**src/rtl/conv_window_sched.sv**
```systemverilog
// conv_window_sched: walks kernel rows/cols per output tile, fetching rows and issuing MAC beats.
module conv_window_sched #(
  parameter int KER = 5,
  parameter logic [3:0] S1_CODE = 4'd1,
  parameter logic [3:0] S2_CODE = 4'd2,
  parameter int NT1 = 7,
  parameter int NT2 = 16
) (
  input  logic       clk,
  input  logic       rst,
  input  logic       start,
  input  logic [3:0] layer,
  input  logic       rd_ack,
  input  logic       mac_ready,
  output logic       rd_req,
  output logic [4:0] rd_tile,
  output logic [3:0] rd_row,
  output logic       buf_en,
  output logic [3:0] cur_state,
  output logic [3:0] ker_row,
  output logic [3:0] ker_col,
  output logic       mac_valid,
  output logic       mac_clear,
  output logic       mac_last,
  output logic       busy,
  output logic       done
);
  typedef enum logic [2:0] {IDLE, FETCH, LOAD, COMPUTE, FIN} state_t;
  localparam logic [3:0] KM = 4'(KER - 1);
  state_t state, state_n;
  logic [4:0] tile, tile_n, tile_max;
  logic [3:0] row, row_n, col, col_n, code, code_n;
  logic col_end, row_end;
  always_ff @(posedge clk) begin
    if (rst) begin
      state <= IDLE;
      tile  <= '0;
      row   <= '0;
      col   <= '0;
      code  <= '0;
    end else begin
      state <= state_n;
      tile  <= tile_n;
      row   <= row_n;
      col   <= col_n;
      code  <= code_n;
    end
  end
  always_comb begin
    tile_max = (code == S2_CODE) ? 5'(NT2 - 1) : 5'(NT1 - 1);
    col_end  = col == KM;
    row_end  = row == KM;
    state_n  = state;
    tile_n   = tile;
    row_n    = row;
    col_n    = col;
    code_n   = code;
    case (state)
      IDLE: if (start && (layer == S1_CODE || layer == S2_CODE)) begin
        code_n  = layer;
        state_n = FETCH;
      end
      FETCH: state_n = rd_ack ? LOAD : FETCH;
      LOAD: begin
        col_n   = '0;
        state_n = COMPUTE;
      end
      COMPUTE: if (mac_ready) begin
        col_n = col_end ? 4'd0 : col + 4'd1;
        // end of a kernel row: next row, next tile, or finish the run
        if (col_end && !row_end) begin
          row_n   = row + 4'd1;
          state_n = FETCH;
        end else if (col_end && tile != tile_max) begin
          row_n   = '0;
          tile_n  = tile + 5'd1;
          state_n = FETCH;
        end else if (col_end) begin
          state_n = FIN;
        end
      end
      FIN: begin
        tile_n  = '0;
        row_n   = '0;
        col_n   = '0;
        code_n  = '0;
        state_n = IDLE;
      end
      default: state_n = IDLE;
    endcase
  end
  assign rd_req    = state == FETCH;
  assign rd_tile   = rd_req ? tile : 5'd0;
  assign rd_row    = rd_req ? row : 4'd0;
  assign buf_en    = state == LOAD;
  assign cur_state = code;
  assign ker_row   = row;
  assign ker_col   = col;
  assign mac_valid = state == COMPUTE;
  assign mac_clear = mac_valid && row == 4'd0 && col == 4'd0;
  assign mac_last  = mac_valid && row_end && col_end;
  assign busy      = state != IDLE;
  assign done      = state == FIN;
endmodule

```
**config.mk**
```make
export PLATFORM = sky130hd
export DESIGN_NAME = conv_window_sched
export DESIGN_NICKNAME = d
export VERILOG_FILES = /design/src/rtl/conv_window_sched.sv
export SDC_FILE = /design/constraint.sdc
export NUM_CORES = 1
export LEC_CHECK = 0
export ABC_AREA = 1
export CELL_PAD_IN_SITES_DETAIL_PLACEMENT = 1
export CELL_PAD_IN_SITES_GLOBAL_PLACEMENT = 1
export CORE_ASPECT_RATIO = 1.5
export CORE_UTILIZATION = 31
export DETAILED_ROUTE_END_ITERATION = 10
export PLACE_DENSITY_LB_ADDON = 0.1
export SLEW_MARGIN = 20
export SYNTH_ARGS = -nofsm -noshare
export SYNTH_HDL_FRONTEND = slang
export SYNTH_SLANG_ARGS = --single-unit
```
**constraint.sdc**
```tcl
create_clock -name clk -period 1.5 [get_ports clk]
set_input_delay 0.225 -clock clk [delete_from_list [all_inputs] [get_ports clk]]
set_output_delay 0.225 -clock clk [all_outputs]
set_load 0.1 [all_outputs]
```
# Word level (Yosys, flattened, before mapping)
# Cells that the tools add are included.
[word_totals] regBits=20 input_bits=9 wordCells=69 out_inout_bits=28
[classes] n_eq_ne=16 n_reduce_logical=22 n_addsub=3 n_mux=23
[op_table] operator="4-bit 2-to-1 mux" n=8
[op_table] operator="4-bit case mux with 2 select lines" n=3
[op_table] operator="5-bit 2-to-1 mux" n=4
[op_table] operator="3-bit 2-to-1 mux" n=5
[op_table] operator="3-bit case mux with 4 select lines" n=1
[op_table] operator="5-bit case mux with 2 select lines" n=1
[op_table] operator="4-bit by 1-bit adder with 4-bit output (second input constant)" n=2
[op_table] operator="4-bit by 2-bit equality test with 1-bit output (second input constant)" n=2
[op_table] operator="4-bit by 3-bit equality test with 1-bit output (second input constant)" n=2
[op_table] operator="4-bit logical NOT" n=2
[op_table] operator="1-bit logical AND" n=7
[op_table] operator="3-bit by 2-bit equality test with 1-bit output (second input constant)" n=2
[op_table] operator="2-bit inequality test (second input constant)" n=3
[op_table] operator="3-bit AND reduction" n=2
[op_table] operator="2-bit nonzero test" n=3
[op_table] operator="5-bit by 1-bit adder with 5-bit output (second input constant)" n=1
[op_table] operator="5-bit by 4-bit inequality test with 1-bit output" n=1
[op_table] operator="4-bit by 1-bit equality test with 1-bit output (second input constant)" n=1
[op_table] operator="4-bit by 1-bit inequality test with 1-bit output (second input constant)" n=1
[op_table] operator="2-bit AND reduction" n=2
[op_table] operator="4-bit AND reduction" n=1
[op_table] operator="3-bit by 1-bit equality test with 1-bit output (second input constant)" n=1
[op_table] operator="3-bit equality test (second input constant)" n=1
[op_table] operator="3-bit logical NOT" n=1
[op_table] operator="other kinds (7)" n=7

# Depth between registers and ports, before layout
# Gate-level depths: netlist of run 1.
[logic_depth] ltp_word=8 mapped_depth=11 mapped_depth_nobuf=11

# Worst setup path after synthesis of run 1
# OpenSTA, ideal clock, no wires.
[synth_path] path_type="flip-flop to output port" from="register state[0]" to="output rd_row[0]" stages_incl_launch_ff=5 path_buffers=0 slack_ns=-2.984 t_required_ns=1.275 arrival_time_ns=4.259 path_cell_list="dfxtp_1 -> inv_1 -> nor3_1 -> inv_2 -> nor2_1"
[synth_via] elab_chain_len=2
[synth_rtl] element="start: declaration" line="30" text="state_t state, state_n;"
[synth_rtl] element="start signal: assignment" line="42" text="state <= state_n;"
[synth_rtl] element="3-bit by 1-bit equality test with 1-bit output" line="92" text="assign rd_req = state == FETCH;"
[synth_rtl] element="named net rd_req" line="15" text="output logic rd_req,"
[synth_rtl] element="4-bit 2-to-1 mux" line="94" text="assign rd_row = rd_req ? row : 4'd0;"
[synth_rtl] element="end: declaration" line="17" text="output logic [3:0] rd_row,"
# The timed path passes the listed nets, and every way through them passes these cells.

# Worst setup path after layout of run 1
[layout_path] from="register row[1] (netlist: ker_row[1])" to="output mac_clear"
[layout_via] elab_chain_len=3
[layout_rtl] element="start: declaration" line="32" text="logic [3:0] row, row_n, col, col_n, code, code_n;"
[layout_rtl] element="start signal: assignment" line="44" text="row <= row_n;"
[layout_rtl] element="4-bit logical NOT" line="100" text="assign mac_clear = mac_valid && row == 4'd0 && col == 4'd0;"
[layout_rtl] element="1-bit logical AND (2 in series)" line="100"
[layout_rtl] element="end: declaration" line="23" text="output logic mac_clear,"
# No other way between the ends.

==> results of run 1 <==
==> layout by cell type, fill, tap and decap left out, drive strengths merged <==
master,count
buf,50
nand2,45
nor2,32
inv,28
dfxtp,20
nand3,19
a21oi,17
clkdlybuf4s50,8
nor3,6
ha,5
nand4,4
xor2,4
clkbuf,4
clkinvlp,2
bufinv,1
nor4,1
o21bai,1
o21ai,1
a21boi,1
nand3b,1
xnor2,1
nor3b,1
==> cells by family (layout without fill, tap and decap cells) <==
family	after synthesis	in the layout	share of synthesized area
fa+ha+maj	5	5	0.0509
flops	20	20	0.326
simple gates	109	109	0.389
compound gates	20	20	0.0978
buf+inv	32	93	0.101
xor+xnor	5	5	0.0356
==> final cells by class <==
class                   count  area [µm²]
fillers                   416        1180
inverters                  30         151
well taps                  43        53.8
flip-flops and latches     20         449
repair inverters            1        11.3
repair buffers             58         830
multi-input cells         139         995
clock buffers               4        45.0
==> state kept, by name, summed over array words and instances (netlist names) <==
register   count
cur_state      4
ker_row        4
ker_col        4
tile           5
state          3
==> synth_stat cells (all sizes together) <==
master	number	area, µm²
clkbuf	1	3.75
a21oi	17	88.8
nor4	1	6.26
o21ai	1	5.00
xnor2	1	8.76
nor3b	1	7.51
inv	30	113
nand4	4	25.0
nand2	45	169
nor2	32	123
buf	1	7.51
nor3	6	30.0
nand3	19	110
ha	5	62.6
a21boi	1	7.51
dfxtp	20	400
xor2	4	35.0
nand3b	1	7.51
o21bai	1	18.8
==> per-stage QoR <==
step	setup TNS (ns)	total power, µW	cells
floorplan	-10.12	1260	191
global placement	0	1580	277
global route	-2.09	2270	295
detailed placement	-0.353	1610	277
finish	-1.18	2190	295
CTS	-0.871	2100	292
==> path summary, 6_finish.rpt <==
path,start,to,slack (ns),depth (start not counted)
setup / recovery,ker_row[1]$_SDFFE_PP0P_,mac_clear,-0.22,5
hold / removal,cur_state[2]$_SDFFE_PP0P_,cur_state[2]$_SDFFE_PP0P_,0.47,2
setup reg to reg,ker_col[1]$_SDFFE_PP0P_,ker_row[3]$_SDFFE_PP0P_,-0.02,10
hold reg to reg,cur_state[2]$_SDFFE_PP0P_,cur_state[2]$_SDFFE_PP0P_,0.47,2
==> repair_timing <==
action / in CTS / in global routing
pin swaps: 4 / 10
endpoints found under the setup margin: 21 / 33
cloned: 1 / 0
setup buffers: 10 / 4
gates resized for setup: 15 / 33
hold endpoints to repair: 0 / 0
==> worst max-delay path, stage by stage, from the launching register on <==
cell	delay, ns
dfxtp_4	0.36
inv_4	0.08
ha_4	0.16
nand4_1	0.14
nor4_4	0.28
buf_12	0.21
==> per-layer routing <==
| layer | global-route usage | share of wire | vias to the layer above |
|---|---|---|---|
| met5 | 0 | 0 | - |
| met4 | 0.118 | 0.040 | 0 |
| met3 | 0.0421 | 0.029 | 21 |
| met2 | 0.510 | 0.59 | 43 |
| met1 | 0.238 | 0.34 | 735 |
| li1 | - | - | 733 |
==> where the power goes <==
group	switching (µW)	internal, µW
registers	46.8	559
logic	750	450
clock network	198	190
total	995	1200
==> impl_results.md, run 1 <==
- Outcome: finished, violations left
- Failing checks: negative setup slack
- Hold WC Path Type: reg2reg
- Crit path capture type: output pin
- DIE HEIGHT: 79.1 µm
- Slew Limit Fails: 0
- Clk slew on worst S/H paths: 0.08 ns
- Sequential-to-total area share from yosys stat: 0.326
- Post-synth cell types: 23
- RSZ-0062 raised after global routing: true
- Congestion Overflow GR: 0
- Post-route minimum period: 1.72 ns
- Post-route ant nets: 0
- Initial DRT Pass Iterations: 3
- Detailed-route DRC error count: 0
- Vias in the first global route: 1691
- Placed cell area: 0.00221 mm²
- CTS tree: done
- Placement Setup Slack: -0.0742 ns
- Final #Nets: 267
- Post-DR vias/cell: 5.19
- H-tree depth: 1
- VDD IR-drop max: 0.000934 V
- Core Area: 0.00372 mm²
- Core Util, Final: 0.682
- Diode count: 0
- GRT Total Usage: 0.259
- Die Area: 0.00422 mm²
- Final RePlAce weighted congestion: 0.760
- #FFs+latches synth: 20
- Critical Path Fanout Max: 3
- DR vias: 1532
- Setup crit start kind: flip-flop
- Avg WL per Cell: 17.6 µm
- IO Pins: 37
- Least-Margin Pin Slew: 0.292 ns
- FMAX: 0.580 GHz
- Area Overhead vs Synth: 106%
- Rows: 27
- Largest net degree at the start of global routing: 13
- Syn Area/Cell: 6.43 µm²
- Area of the mapped netlist: 0.00123 mm²
- CTS Sinks: 20
- Final setup viols: 16
- Crit Path Category: reg2out
- Clock skew: 0.00714 ns
- Design area: 0.00253 mm²
- # hold bufs at CTS: 0
- Clk buf depth: 2
- Share of cells above drive strength 1: 0.508
- Tcrit/Tclk final: 1.15
- Gate Count Post-Synth: 191
- DRT iter0 DRCs: 40
- First-pass GRT wire length: 7930 µm
- Port bufs: 36
- Post-synth net total: 205
- CP arrival: 1.50 ns
- Final Hold Vio Count: 0
- Worst rel slew slack: 0.804
- Drt total wl: 5180 µm
- Root Buffer: clkbuf_8
- Final hold slack: 0.474 ns
- Post-DP HPWL: 3390 µm
- Worst EP required: 1.27 ns
- Die W: 53.4 µm
- Pwr Density: 865 mW/mm²
- Initial antenna violation count: 0
- Leak Pwr: 0.000960 µW
- Cts bufs inserted: 3
- Max_cap viols: 0
- Initial Utilization: 0.331
- Min setup slack post-route: -0.224 ns
- Clock Latency Late Sink: 0.27 ns
- Number of warnings issued by yosys: 0
Note: power is estimated with default switching activity, not from simulation.
==> run 2, diff against run 1 <==
--- a/config.mk
+++ b/config.mk
@@ -6,12 +6,10 @@
 export NUM_CORES = 1
 export LEC_CHECK = 0
 export ABC_AREA = 1
-export CELL_PAD_IN_SITES_DETAIL_PLACEMENT = 1
-export CELL_PAD_IN_SITES_GLOBAL_PLACEMENT = 1
 export CORE_ASPECT_RATIO = 1.5
-export CORE_UTILIZATION = 31
+export CORE_UTILIZATION = 46
 export DETAILED_ROUTE_END_ITERATION = 10
-export PLACE_DENSITY_LB_ADDON = 0.1
+export PLACE_DENSITY = 0.79
 export SLEW_MARGIN = 20
 export SYNTH_ARGS = -nofsm -noshare
 export SYNTH_HDL_FRONTEND = slang
==> run 2 against run 1 <==
Compared with the run above: the run now fails in 5_1_grt; synthesized cell count is the same; area after synthesis is the same.
==> impl_results.md, run 2 <==
- Sequential-to-total area share from yosys stat: 0.326 (unchanged)
- Area contributors post-synth: dfxtp_1 (33%), nand2_1 (14%), nor2_1 (9.5%), inv_1 (8.2%), a21oi_1 (6.5%) (unchanged)
- Post-synth net total: 205 (unchanged)
- Post-DP HPWL: 3000 µm (was 3390 µm)
- #FFs+latches synth: 20 (unchanged)
- Exit stage: 5_1_grt
- Largest net degree at the start of global routing: 13
- Cts bufs inserted: 3 (unchanged)
- Yosys top cell area share: 0.326 (unchanged)
- Rows: 22 (was 27)
- Root Buffer: clkbuf_4 (was clkbuf_8)
- Most frequently used flop master after synthesis: dfxtp_1 (unchanged)
- FFs w/ async S/R, synth: 0 (unchanged)
- Gate Count Post-Synth: 191 (unchanged)
- Clk buf depth: 2 (unchanged)
- Synth cell count leaders: nand2_1 (45), nor2_1 (31), inv_1 (27) (unchanged)
- DIE HEIGHT: 65.3 µm (was 79.1 µm)
- Port bufs: 36 (unchanged)
- Placement Setup Slack: -0.0903 ns (was -0.0742 ns)
- Outcome: did not finish (was finished, violations left)
- Die W: 44.2 µm (was 53.4 µm)
- IO Pins: 37 (unchanged)
- Syn Area/Cell: 6.43 µm² (unchanged)
- CTS Sinks: 20 (unchanged)
- Area of the mapped netlist: 0.00123 mm² (unchanged)
- Post-synth cell types: 23 (unchanged)
- Synth area leader: dfxtp_1 (unchanged)
- Most common cell in the netlist: nand2_1 (unchanged)
- Initial Utilization: 0.496 (was 0.331)
- Final RePlAce weighted congestion: 0.810 (was 0.760)
- Stop err: [ERROR DPL-0038] Utilization greater than 100%, impossible to legalize
- Number of warnings issued by yosys: 0 (unchanged)
- Post-synth EDFFs: 0 (unchanged)
- H-tree depth: 1 (unchanged)
-- run 2: cell counts after synthesis --
Identical to the previous run, type by type.
-- run 2: logic make-up after synthesis --
family | count (synthesis) | share of synthesized area
XOR/XNOR | 5 | 0.0356
AO/OA/AOI/OAI | 20 | 0.0978
adder cells (fa/ha/maj) | 5 | 0.0509
buffers and inverters | 32 | 0.101
flip-flops | 20 | 0.326
AND/OR/NAND/NOR | 109 | 0.389
-- run 2: timing repair --
action,4_1_cts
setup endpoints to repair,26
cloned,1
buffers inserted,16
hold buffers,0
pin swaps,11
resized for setup,29
-- run 2: per-stage QoR --
stage,setup TNS (ns),instance area [µm²],utilization,instances
2_1_floorplan,-10.12,1450,-,191
3_3_place_gp,-0.0399,2160,0.873,256
4_1_cts,-1.63,2400,0.969,276
3_5_place_dp,-0.530,2160,0.873,256
==> run 3, diff against run 2 <==
--- a/config.mk
+++ b/config.mk
@@ -6,10 +6,10 @@
 export NUM_CORES = 1
 export LEC_CHECK = 0
 export ABC_AREA = 1
-export CORE_ASPECT_RATIO = 1.5
-export CORE_UTILIZATION = 46
+export CORE_AREA = 2 2 63 65
 export DETAILED_ROUTE_END_ITERATION = 10
-export PLACE_DENSITY = 0.79
+export DIE_AREA = 0 0 65 67
+export PLACE_DENSITY_LB_ADDON = 0.15
 export SLEW_MARGIN = 20
 export SYNTH_ARGS = -nofsm -noshare
 export SYNTH_HDL_FRONTEND = slang
==> run 3 against run 2 <==
Compared with the run above: the flow now finishes, with violations (negative setup slack).
==> impl_results.md, run 3 (synthesized netlist as in run 1, its figures left out) <==
- Most flop-heavy register: tile
- Die W: 65 µm (was 44.2 µm)
- RSZ-0062 raised after global routing: true
- Clk buf depth: 2 (unchanged)
- Share of cells above drive strength 1: 0.500
- Area occupied by multi-input gates: 985 µm²
- DR vias: 1447
- Post-route insts no fill: 302
- Commonest non-fill, non-tap cell in the layout: nand2_1
- Drt total wl: 3850 µm
- Core Util, Final: 0.708
- Clk slew on worst S/H paths: 0.07 ns
- Tcrit/Tclk final: 1.13
- Detailed-route DRC error count: 0
- Max reg flops: 5
- Clock share of power: 0.174
- Combinational fraction of design power: 0.541
- Rows: 22 (unchanged)
- Initial Utilization: 0.341 (was 0.496)
- Cts bufs inserted: 3 (unchanged)
- Clock Latency Late Sink: 0.26 ns
- Post-DR vias/cell: 4.79
- Final Hold Vio Count: 0
- Initial DRT Pass Iterations: 4
- Switching power: 934 µW
- Avg WL per Cell: 12.7 µm
- Max_cap viols: 0
- First-pass GRT wire length: 6180 µm
- Sequential Area: 449 µm²
- Area Overhead vs Synth: 108%
- Die Area: 0.00436 mm²
- VDD IR-drop max: 0.000602 V
- Leak Pwr: 0.000984 µW
- CTS Sinks: 20 (unchanged)
- DRT iter0 DRCs: 92
- Setup crit start kind: flip-flop
- Vias in the first global route: 1378
- DIE HEIGHT: 67 µm (was 65.3 µm)
- CP arrival: 1.46 ns
- GRT Total Usage: 0.186
- Core Area: 0.00361 mm²
- Final RePlAce weighted congestion: 0.810 (about the same)
- Placed Cells: 283 (was 256)
- Crit path capture type: output pin
- Failing checks: negative setup slack
- Root Buffer: clkbuf_8 (was clkbuf_4)
- Sw frac: 0.444
- CTS tree: done
- Crit Path Category: reg2out
- Least-Margin Pin Slew: 0.256 ns
- Port bufs: 36 (unchanged)
- Most frequent cells in the layout: nand2_1 (38), buf_12 (28), inv_1 (16), nor2_1 (16), buf_4 (16)
- Int Power: 1170 µW
- Post-DP HPWL: 2750 µm (was 3000 µm)
- FMAX: 0.592 GHz
- Initial antenna violation count: 0
- Hold WC Path Type: reg2reg
- Post-route minimum period: 1.69 ns
- IO Pins: 37 (unchanged)
- Slew Limit Fails: 0
- Min setup slack post-route: -0.190 ns
- Final #Nets: 269
- Worst rel slew slack: 0.828
- Reg power frac: 0.285
- Congestion Overflow GR: 0
- Outcome: finished, violations left (was did not finish)
- Final setup viols: 11
- Post-route ant nets: 0
- Pwr Density: 823 mW/mm²
- Critical Path Fanout Max: 2
- Clock skew: 0.00235 ns
- Diode count: 0
- Pwr Total: 2100 µW
- H-tree depth: 1 (unchanged)
- Fill cells: 271
- Largest net degree at the start of global routing: 12
- Worst EP required: 1.27 ns
run 3: what timing repair did:
item                                    in CTS  in global routing
buffers inserted                             8                  7
pin swaps                                    5                 12
gates resized for setup                     13                 37
endpoints found under the setup margin      21                 31
hold buffers                                 0                  0
endpoints found under the hold margin        0                  0
gates cloned                                 1                  0
run 3: area by class of cell:
cell class	instances	area share
Clock buffer	3	0.0162
Clock inverter	1	0.00147
Inverter	30	0.0598
Multi-Input combinational cell	139	0.386
Sequential cell	20	0.176
Tap cell	48	0.0235
Timing Repair Buffer	60	0.333
Timing Repair inverter	1	0.00441
run 3: metal layers:
layer	GRT usage	share of wire	wire length, µm	up-vias
met5	0	0	0	-
met4	0.0452	0.0094	36	0
met3	0.0321	0.045	174	4
met2	0.340	0.52	2010	40
met1	0.224	0.42	1630	665
li1	-	-	-	738
run 3: through the flow:
stage	area [µm²]	hold WS (ns)	setup TNS [ns]	setup WS (ns)
global placement	2210	0.456	0	0.0170
CTS	2380	0.471	-1.09	-0.229
finish	2550	0.468	-0.861	-0.190
global route	2550	0.502	-1.79	-0.273
floorplan	1450	0.294	-10.12	-0.803
detailed placement	2210	0.461	-0.0487	-0.0249
run 3: power groups by stage:
stage | clock [µW] | combinational [µW] | sequential, µW
6_report | 366 | 1140 | 599
5_1_grt | 398 | 1200 | 605
4_1_cts | 373 | 1080 | 596
3_5_place_dp | 0 | 980 | 611
3_3_place_gp | 0 | 977 | 609
2_1_floorplan | 0 | 539 | 720
run 3: path summary, 6_finish.rpt:
check                            start                        end  slack, ns  depth (start not counted)
max            ker_row[1]$_SDFFE_PP0P_                  mac_clear      -0.19                          5
min          cur_state[2]$_SDFFE_PP0P_  cur_state[2]$_SDFFE_PP0P_       0.47                          2
max reg2reg      state[2]$_SDFFE_PP0P_    ker_row[0]$_SDFFE_PP0P_       0.09                          9
min reg2reg  cur_state[2]$_SDFFE_PP0P_  cur_state[2]$_SDFFE_PP0P_       0.47                          2
run 3: critical path, cell delays in order (launching register included):
cell	delay, ns
dfxtp_4	0.35
inv_4	0.06
ha_4	0.14
nand4_1	0.14
nor4_4	0.28
buf_12	0.21
